===== config.mk =====
export PLATFORM = sky130hd
export DESIGN_NAME = fetch_ctrl
export DESIGN_NICKNAME = d
export VERILOG_FILES = /design/src/rtl/core101_pkg.sv /design/src/rtl/fetch_skid_buf.sv /design/src/rtl/fetch_ctrl.sv
export SDC_FILE = /design/constraint.sdc
export NUM_CORES = 1
export LEC_CHECK = 0
export ABC_AREA = 1
export CAP_MARGIN = 30
export CORE_MARGIN = 10
export CORE_UTILIZATION = 42
export CTS_BUF_LIST = sky130_fd_sc_hd__clkbuf_8
export CTS_CLUSTER_SIZE = 25
export DETAILED_ROUTE_END_ITERATION = 6
export GPL_ROUTABILITY_DRIVEN = 0
export PLACE_DENSITY = 0.83
export SLEW_MARGIN = 5
export SYNTH_ARGS = -nofsm -noshare
export SYNTH_HDL_FRONTEND = slang
export SYNTH_SLANG_ARGS = --single-unit

===== constraint.sdc =====
create_clock -name clock_in -period 1.8 [get_ports clock_in]
set_clock_uncertainty 0.05 [all_clocks]
set_input_delay 0.27 -clock clock_in [delete_from_list [all_inputs] [get_ports clock_in]]
set_output_delay 0.27 -clock clock_in [all_outputs]
set_load 0.03 [all_outputs]

===== src/rtl/core101_pkg.sv =====
// rtl/core101_pkg.sv - shared fetch-stage state encoding and width defaults
package core101_pkg;

    localparam int XLEN_DEFAULT = 32;

    typedef enum logic [1:0] {
        FETCH_IDLE     = 2'd0,
        FETCH_REQ      = 2'd1,
        FETCH_WAIT_DEC = 2'd2,
        FETCH_DROP     = 2'd3
    } fetch_state_e;

endpackage


===== src/rtl/fetch_skid_buf.sv =====
// rtl/fetch_skid_buf.sv - one-entry instruction holding buffer with load/clear and full flag
module fetch_skid_buf
    import core101_pkg::*;
#(
    parameter int XLEN = XLEN_DEFAULT
) (
    input  logic            clock_in,
    input  logic            reset_in,
    input  logic            load,
    input  logic            clear,
    input  logic [XLEN-1:0] load_data,
    output logic [XLEN-1:0] data,
    output logic            full
);

    always_ff @(posedge clock_in) begin
        if (!reset_in) begin
            full <= 1'b0;
            data <= '0;
        end else if (clear) begin
            full <= 1'b0;
        end else if (load) begin
            full <= 1'b1;
            data <= load_data;
        end
    end

endmodule


===== src/rtl/fetch_ctrl.sv =====
// rtl/fetch_ctrl.sv - instruction-fetch handshake, IF/DEC load/clear, skid and flush-drop control
// Optional FETCH_CTRL_PERF_EN adds fetched-instruction and stall-cycle counters.
module fetch_ctrl
    import core101_pkg::*;
#(
    parameter int XLEN        = XLEN_DEFAULT,
    parameter int MEM_TIMEOUT = 255
) (
    input  logic            clock_in,
    input  logic            reset_in,
    input  logic [XLEN-1:0] fetch_pc_in,
    input  logic            fetch_flush_in,
    input  logic            fetch_dec_stall_in,
    output logic            ins_mem_valid_out,
    output logic [XLEN-1:0] ins_mem_addr_out,
    input  logic            ins_mem_ready_in,
    input  logic [XLEN-1:0] ins_mem_data_in,
    output logic            fetch_pc_set_out,
    output logic            fetch_if_dec_set_out,
    output logic            fetch_if_dec_clear_out,
    output logic [XLEN-1:0] fetch_ins_out,
    output logic            fetch_timeout_out
`ifdef FETCH_CTRL_PERF_EN
    ,
    output logic [31:0]     fetch_perf_ins_out,
    output logic [31:0]     fetch_perf_stall_out
`endif
);

    localparam int            CW          = $clog2(MEM_TIMEOUT + 1);
    localparam logic [CW-1:0] TIMEOUT_LIM = CW'(MEM_TIMEOUT);

    fetch_state_e    state_q, state_d;
    logic [XLEN-1:0] held_addr_q;
    logic [CW-1:0]   timeout_cnt_q;
    logic [CW-1:0]   timeout_inc;
    logic            timeout_q;

    logic            valid, pc_set, if_dec_set, if_dec_clear;
    logic [XLEN-1:0] addr, ins;
    logic            buf_load, buf_clear, buf_full, held_load;
    logic [XLEN-1:0] buf_data;

    fetch_skid_buf #(.XLEN(XLEN)) u_skid (
        .clock_in  (clock_in),
        .reset_in  (reset_in),
        .load      (buf_load),
        .clear     (buf_clear),
        .load_data (ins_mem_data_in),
        .data      (buf_data),
        .full      (buf_full)
    );

    always_ff @(posedge clock_in) begin
        if (!reset_in) begin
            state_q     <= FETCH_IDLE;
            held_addr_q <= '0;
        end else begin
            state_q <= state_d;
            if (held_load) begin
                held_addr_q <= fetch_pc_in;
            end
        end
    end

    always_comb begin
        state_d      = state_q;
        valid        = 1'b0;
        addr         = '0;
        pc_set       = 1'b0;
        if_dec_set   = 1'b0;
        if_dec_clear = 1'b0;
        ins          = buf_full ? buf_data : '0;
        buf_load     = 1'b0;
        buf_clear    = 1'b0;
        held_load    = 1'b0;
        unique case (state_q)
            FETCH_IDLE: state_d = FETCH_REQ;
            FETCH_REQ: begin
                valid = 1'b1;
                addr  = fetch_pc_in;
                if (ins_mem_ready_in) begin
                    pc_set = 1'b1;
                    if (fetch_flush_in) begin
                        if_dec_clear = 1'b1;
                    end else if (fetch_dec_stall_in) begin
                        buf_load = 1'b1;
                        state_d  = FETCH_WAIT_DEC;
                    end else begin
                        if_dec_set = 1'b1;
                        ins        = ins_mem_data_in;
                    end
                end else if (fetch_flush_in) begin
                    // The request stays outstanding; remember its address so it is not withdrawn.
                    held_load    = 1'b1;
                    if_dec_clear = 1'b1;
                    pc_set       = 1'b1;
                    state_d      = FETCH_DROP;
                end
            end
            FETCH_WAIT_DEC: begin
                if (fetch_flush_in) begin
                    buf_clear    = 1'b1;
                    if_dec_clear = 1'b1;
                    pc_set       = 1'b1;
                    state_d      = FETCH_REQ;
                end else if (!fetch_dec_stall_in) begin
                    buf_clear  = 1'b1;
                    if_dec_set = 1'b1;
                    state_d    = FETCH_REQ;
                end
            end
            FETCH_DROP: begin
                valid = 1'b1;
                addr  = held_addr_q;
                if (fetch_flush_in) begin
                    if_dec_clear = 1'b1;
                    pc_set       = 1'b1;
                end
                if (ins_mem_ready_in) begin
                    state_d = FETCH_REQ;
                end
            end
            default: state_d = FETCH_IDLE;
        endcase
    end

    assign timeout_inc = (timeout_cnt_q == {CW{1'b1}}) ? timeout_cnt_q : timeout_cnt_q + CW'(1);

    always_ff @(posedge clock_in) begin
        if (!reset_in) begin
            timeout_cnt_q <= '0;
            timeout_q     <= 1'b0;
        end else if (valid) begin
            if (ins_mem_ready_in) begin
                timeout_cnt_q <= '0;
            end else begin
                timeout_cnt_q <= timeout_inc;
                if (timeout_inc >= TIMEOUT_LIM) begin
                    timeout_q <= 1'b1;
                end
            end
        end
    end

    // Outputs are forced low while reset is held so an abandoned request drops immediately.
    assign ins_mem_valid_out      = reset_in & valid;
    assign ins_mem_addr_out       = reset_in ? addr : '0;
    assign fetch_pc_set_out       = reset_in & pc_set;
    assign fetch_if_dec_set_out   = reset_in & if_dec_set;
    assign fetch_if_dec_clear_out = reset_in & if_dec_clear;
    assign fetch_ins_out          = reset_in ? ins : '0;
    assign fetch_timeout_out      = reset_in & timeout_q;

`ifdef FETCH_CTRL_PERF_EN
    logic [31:0] perf_ins_q, perf_stall_q;
    logic        stall_cycle;

    assign stall_cycle = (((state_q == FETCH_REQ) || (state_q == FETCH_DROP)) && !ins_mem_ready_in)
                       || (state_q == FETCH_WAIT_DEC);

    always_ff @(posedge clock_in) begin
        if (!reset_in) begin
            perf_ins_q   <= '0;
            perf_stall_q <= '0;
        end else begin
            if (if_dec_set) begin
                perf_ins_q <= perf_ins_q + 32'd1;
            end
            if (stall_cycle) begin
                perf_stall_q <= perf_stall_q + 32'd1;
            end
        end
    end

    assign fetch_perf_ins_out   = reset_in ? perf_ins_q : '0;
    assign fetch_perf_stall_out = reset_in ? perf_stall_q : '0;
`endif

endmodule


==> results of run 1 <==
-- final timing paths --
kind	from	endpoint	slack, ns	cells after the start
worst min-delay path	reset_in	state_q[1]$_SDFFE_PN0P_	0.29	4
worst max register to register	state_q[1]$_SDFFE_PN0P_	held_addr_q[15]$_SDFFE_PN0P_	-0.16	10
worst max-delay path	state_q[1]$_SDFFE_PN0P_	fetch_ins_out[14]	-0.35	9
worst min register to register	timeout_q$_SDFFE_PN0P_	timeout_q$_SDFFE_PN0P_	0.41	2
-- worst max-delay path, stage by stage, from the launching register on --
cell and delay [ns]:
dfxtp_2 0.33, inv_2 0.08, ha_4 0.16, nand2_4 0.05, nor2_4 0.16, buf_6 0.17
clkbuf_16 0.16, a21oi_1 0.06, nor2_2 0.16, buf_6 0.15
-- flip-flops by register name (all words and copies together) (netlist names) --
register and cells:
timeout_q 1, u_skid.data 32, held_addr_q 32, timeout_cnt_q 8, state_q 2, u_skid.full 1
-- area by class of cell --
cell class	instances	area [sq um]	share of cell area (%)
sequential	76	1530	21.6
multi-input combinational	481	2800	39.6
clock inverter	6	70.1	0.993
antenna	1	2.50	0.0355
timing repair buffer	199	2240	31.8
inverter	23	113	1.60
tap	129	161	2.29
clock buffer	10	138	1.95
timing repair inverter	1	5.00	0.0709
-- logic make-up after synthesis --
logic type / synth area share, %
and+or+nand+nor: 30.4
AOI/OAI and AO/OA: 22.1
DFF: 38.0
buffers and inverters: 7.41
adders and majority gates: 1.56
xor gates and xnor gates: 0.438
-- report_power, final --
part | switching, W | internal (W) | leakage [nW]
combinational | 0.00100 | 0.000871 | 2.07
clock | 0.000699 | 0.000692 | 0.107
sequential | 0.0000684 | 0.00178 | 0.617
total | 0.00177 | 0.00334 | 2.79
-- what timing repair did --
| item | in CTS | in global routing |
|---|---|---|
| setup buffers | 14 | 5 |
| gates resized for setup | 134 | 92 |
| setup endpoints to repair | 81 | 139 |
| cloned | 5 | 9 |
| pin swaps | 28 | 39 |
-- metal layers --
metal	share of wire (%)	wire, microns
met1	37	6160
met2	51	8600
met3	9.4	1590
met4	2.9	489
met5	0	0
-- through the flow --
stage / total power, W / instances / instance area [sq um] / util, % / hold WS (ns)
finish: 0.00511 / 926 / 7060 / 76.4 / 0.295
detailed placement: 0.00311 / 881 / 5660 / 61.3 / 0.385
CTS: 0.00488 / 914 / 6570 / 71.1 / 0.273
floorplan: 0.00258 / 625 / 4200 / - / 0.355
global route: 0.00531 / 926 / 7060 / 76.4 / 0.285
global placement: 0.00307 / 881 / 5660 / 61.3 / 0.380
-- Yosys cell counts --
cell	n
ha_1	5
o21ai_1	34
a2111oi_0	1
xor2_1	1
inv_1	15
clkbuf_1	25
nand4_2	1
o21ai_0	57
nor3_1	2
dfxtp_1	76
a21oi_1	82
nand2_1	121
nor3b_1	1
nor2_2	4
a32o_1	1
nor2_1	144
buf_1	1
nand3_2	3
nand3_1	17
nor2_4	3
buf_4	7
xnor2_1	1
inv_2	8
nand2_2	1
nand4_1	2
buf_2	12
==> metrics.txt, run 1 <==
initial antenna violation count 1; register bit total from synthesis between 70 and 80; # fillers about 650; Syn. warnings 0; Max VDD drop roughly 0.49 mV; max-capacitance violation count 0; Yosys top cell area share a little under two fifths; met2 Resource Use GR a little over a third; Core Area around 9200 sq um; cells after synthesis approximately 630; Critical Path RT roughly 1.5 ns; Arr. time, crit path between 1.5 and 2 ns; Netlist cell types 26; Sink Count 76; Setup TNS -19.01 ns; detailed-route via count between 5000 and 6000; Via density ~5.5; LEAKAGE roughly 2.8 nW; nets between 800 and 900; pin count of the biggest net entering global routing 46; Post-Route WL 16800 microns; top post-synthesis cells by area dfxtp_1 38%, nor2_1 14%, nand2_1 11%; first-pass GRT wire length roughly 24000 microns; Post-DP HPWL just under 10000 microns; initial core utilization 43.3%; Die ar. around 14000 sq um; slew margin rel. just under 70%; CTS tree yes; Mapped Nets 699; failing checks negative setup slack; post-route clock period utilization 120%; Pre-antenna DRT Iters 7; DRC Markers 0; Min Clock Period, post-route ~2.2 ns; pwr dens approximately 720 nW/um^2; RSZ-0062 raised after global routing true; most common cell after layout, fill and taps aside nand2_1; Reg clk slew, reported paths around 0.09 ns; Die Y between 100 and 150 microns; Slew Limit Fails 0; GRT Util Overall around a fifth; CTS H-tree lvls 3; final hold vios 0; FMAX roughly 460 MHz; Post-Place Worst Slack -0.657 ns; CTS Buf Count 9; M3 GR Usage 6.52%; crit path capture type output pin; Slew @ Worst Pin 0.476 ns; Worst-Skew Late Latency 0.34 ns; vias in the first global route between 4000 and 5000; worst hold path type in2reg; CTS max path bufs 2; area grow syn2layout 76.4%; GR Layer Usage met1 about 23%; syn_area_per_cell 6.40 sq um; worst setup path category reg2out; row count 35; Routed Antenna Nets 0; most frequent cells in the layout 97 x nand2_1, 95 x nor2_1, 74 x dfxtp_1; I/O Buffers between 100 and 150; status finished with violations; setup ws final -0.353 ns; total grt overflow 0; ratio of cells with drive above 1 in the final layout just over 40%; Worst Path Max Fanout 10; GRT Max-Usage Layer met2; Ports between 100 and 150; Seq/Total Area, Yosys a little under two fifths; DR iter-0 viols 391; largest area contributor in the netlist dfxtp_1; Die Wd between 100 and 150 microns; endpoints failing setup 133; root buf cell clkbuf_8; CTS hold repair buffers 0; cell area after synthesis 4000 sq um; Avg WL per Cell approximately 18 microns; startpoint types flop
Power figures use the tool's default switching activity.
==> run 2, diff against run 1 <==
- CORE_UTILIZATION: 42 -> 47
- PLACE_DENSITY: 0.83 -> 0.91
==> metrics.txt, run 2 (synthesis results as in run 1) <==
worst path cell trace clkdlybuf4s50_1, nor2_2, inv_2, nor2_4, buf_6, inv_8, clkbuf_16, o21ai_4, nor2_2, buf_6; vias in the first global route between 5000 and 6000; endpoints failing setup 68; Die Y 112 microns; Flop pwr share 34.6%; Worst path slowest cell clkdlybuf4s50_1; CTS H-tree lvls 3; Worst Path Max Fanout 8; Sink Count 76; Psw 0.00177 W; Worst-Skew Late Latency between 0.3 and 0.4 ns; nets approximately 850; crit path capture type output pin; Cell Area, Placed around 5600 sq um; # fillers roughly 420; worst hold slack roughly 0.36 ns; first-pass GRT wire length ~25000 microns; n_diodes 0; setup ws final -0.371 ns; FF-to-FF End u_skid.data[25]$_SDFFE_PN0P_; Hold Path Depth 4; root buf cell clkbuf_8; DR iter-0 viols 316; I/O Buffers 137; CTS hold repair buffers 0; startpoint types input port; final core utilization 85.6%; WHS Endpoint u_skid.full$_SDFFE_PP0P_; hold path start reset_in; CP peak stage delay approximately 0.47 ns; Ports between 100 and 150; Routed Antenna Nets 0; Int Power roughly 0.0035 W; total grt overflow 0; Sw Share between 30% and 40%; Slew @ Worst Pin approximately 0.58 ns; DRC Markers 0; Critical Path RT roughly 1.5 ns; internal reg-to-reg setup slack 0.05 ns; detailed-route via count between 5000 and 6000; Die Wd approximately 110 microns; status finished with violations; pin count of the biggest net entering global routing 45; row count 33; Reg clk slew, reported paths roughly 0.080 ns; most common cell after layout, fill and taps aside nor2_1; slew margin rel. approximately three fifths; area grow syn2layout 76.7%; Clk pwr share between 30% and 40%; Post-Route WL 17400 microns; most frequent cells in the layout 110 x nor2_1, 92 x nand2_1, 74 x dfxtp_1; CP delay by family, top buffers and inverters; CTS tree yes; FMAX about 460 MHz; Core Area slightly above 8000 sq um; final hold vios 0; Avg WL per Cell ~20 microns; CTS max path bufs 2; ratio of cells with drive above 1 in the final layout ~38%; LEAKAGE between 2 and 3 nW; Max VDD drop about 0.74 mV; FF-to-FF path depth 8; worst hold path type in2reg; Min Clock Period, post-route ~2.2 ns; Comb pwr share 34.9%; Arr. time, crit path 1.85 ns; worst setup path category in2out; GRT Util Overall between 20% and 30%; failing checks negative setup slack; initial antenna violation count 0; CP bufs+invs 6; Via density roughly 5.8; final instance area 7070 sq um; initial core utilization 48.4%; Largest regs held_addr_q (32), u_skid.data (32), timeout_cnt_q (8); Post-DP HPWL roughly 9600 microns; Die ar. 12600 sq um; RSZ-0062 raised after global routing true; worst reg2reg startpoint state_q[1]$_SDFFE_PN0P_; max-capacitance violation count 0; Slew Limit Fails 0; post-route clock period utilization 121%; Pre-antenna DRT Iters 5; pwr dens roughly 750 nW/um^2; CTS Buf Count 9
==> run 2: cell types whose count changed in the layout (fill, tap and decap cells not counted), moves of 4 or more <==
| cell | previous run | this run |
|---|---|---|
| nor2_2 | 47 | 37 |
| a21oi_2 | 36 | 30 |
| nor2_4 | 9 | 4 |
| o21ai_4 | 1 | 20 |
| buf_4 | 40 | 29 |
| o21ai_1 | 15 | 5 |
| o21ai_2 | 24 | 12 |
| a21oi_1 | 43 | 49 |
| nand2_1 | 97 | 92 |
| nor2_1 | 95 | 110 |
| nand2_2 | 17 | 21 |
==> run 2: timing repair <==
| item | 4_1_cts | 5_1_grt |
|---|---|---|
| buffers inserted | 9 | 6 |
| resized for setup | 169 | 55 |
| cloned | 5 | 5 |
| endpoints found under the setup margin | 68 | 76 |
| pin swaps | 14 | 19 |
==> run 2: worst register-to-register path, delay by kind of cell, from the launching register on <==
kind	cells	cell delay, ns
buffers and inverters	4	0.59
DFF	1	0.34
and+or+nand+nor	2	0.25
adders and majority gates	1	0.15
AOI/OAI and AO/OA	1	0.26
==> run 2: metrics by stage <==
| step | worst slack (ns) | instances | setup TNS (ns) | power [W] |
|---|---|---|---|---|
| 3_5_place_dp | -0.535 | 850 | -11.61 | 0.00311 |
| 6_report | -0.371 | 890 | -17.78 | 0.00532 |
| 3_3_place_gp | -0.501 | 850 | -9.81 | 0.00306 |
| 5_1_grt | -0.430 | 890 | -21.72 | 0.00551 |
| 4_1_cts | -0.250 | 880 | -12.32 | 0.00513 |
| 2_1_floorplan | -0.0494 | 625 | -0.0494 | 0.00258 |
==> run 2: layout make-up <==
cell class              count  area [sq um]  area share, %
multi-input cells         481          2890           40.8
clock inverters             7           124           1.75
flip-flops and latches     76          1520           21.6
clock buffers               9           124           1.75
repair buffers            189          2180           30.9
well taps                 105           131           1.86
inverters                  23          96.3           1.36
==> run 2: worst max-delay path by stage <==
| stage | startpoint | to | slack, ns | depth (start not counted) |
|---|---|---|---|---|
| 2_1_floorplan | state_q[1]$_SDFFE_PN0P_ | fetch_pc_set_out | -0.05 | 7 |
| 3_3_place_gp | fetch_dec_stall_in | fetch_ins_out[12] | -0.50 | 7 |
| 3_5_place_dp | fetch_dec_stall_in | fetch_ins_out[12] | -0.53 | 7 |
| 4_1_cts | state_q[1]$_SDFFE_PN0P_ | fetch_ins_out[13] | -0.25 | 8 |
| 5_1_grt | fetch_flush_in | fetch_ins_out[0] | -0.43 | 10 |
| 6_report | fetch_flush_in | fetch_ins_out[24] | -0.37 | 10 |
==> run 2: power groups by stage <==
| stage | combinational, W | clock, W | sequential [W] |
|---|---|---|---|
| 6_report | 0.00186 | 0.00162 | 0.00184 |
| 5_1_grt | 0.00196 | 0.00170 | 0.00185 |
| 4_1_cts | 0.00166 | 0.00163 | 0.00183 |
| 3_5_place_dp | 0.00124 | 0 | 0.00186 |
| 3_3_place_gp | 0.00121 | 0 | 0.00186 |
| 2_1_floorplan | 0.000733 | 0 | 0.00185 |
==> run 2: metal layers <==
layer	share of wire [%]	vias to the layer above	GRT usage, %
li1	-	2354	-
met1	36	2420	26.3
met2	52	307	41.7
met3	8.5	63	7.19
met4	3.2	0	5.84
met5	0	-	0
==> run 3, diff against run 2 <==
- CTS_CLUSTER_DIAMETER: not set -> 50
==> results of run 3 <==
Same layout as run 2: the final DEF is identical, and so are final timing and power.
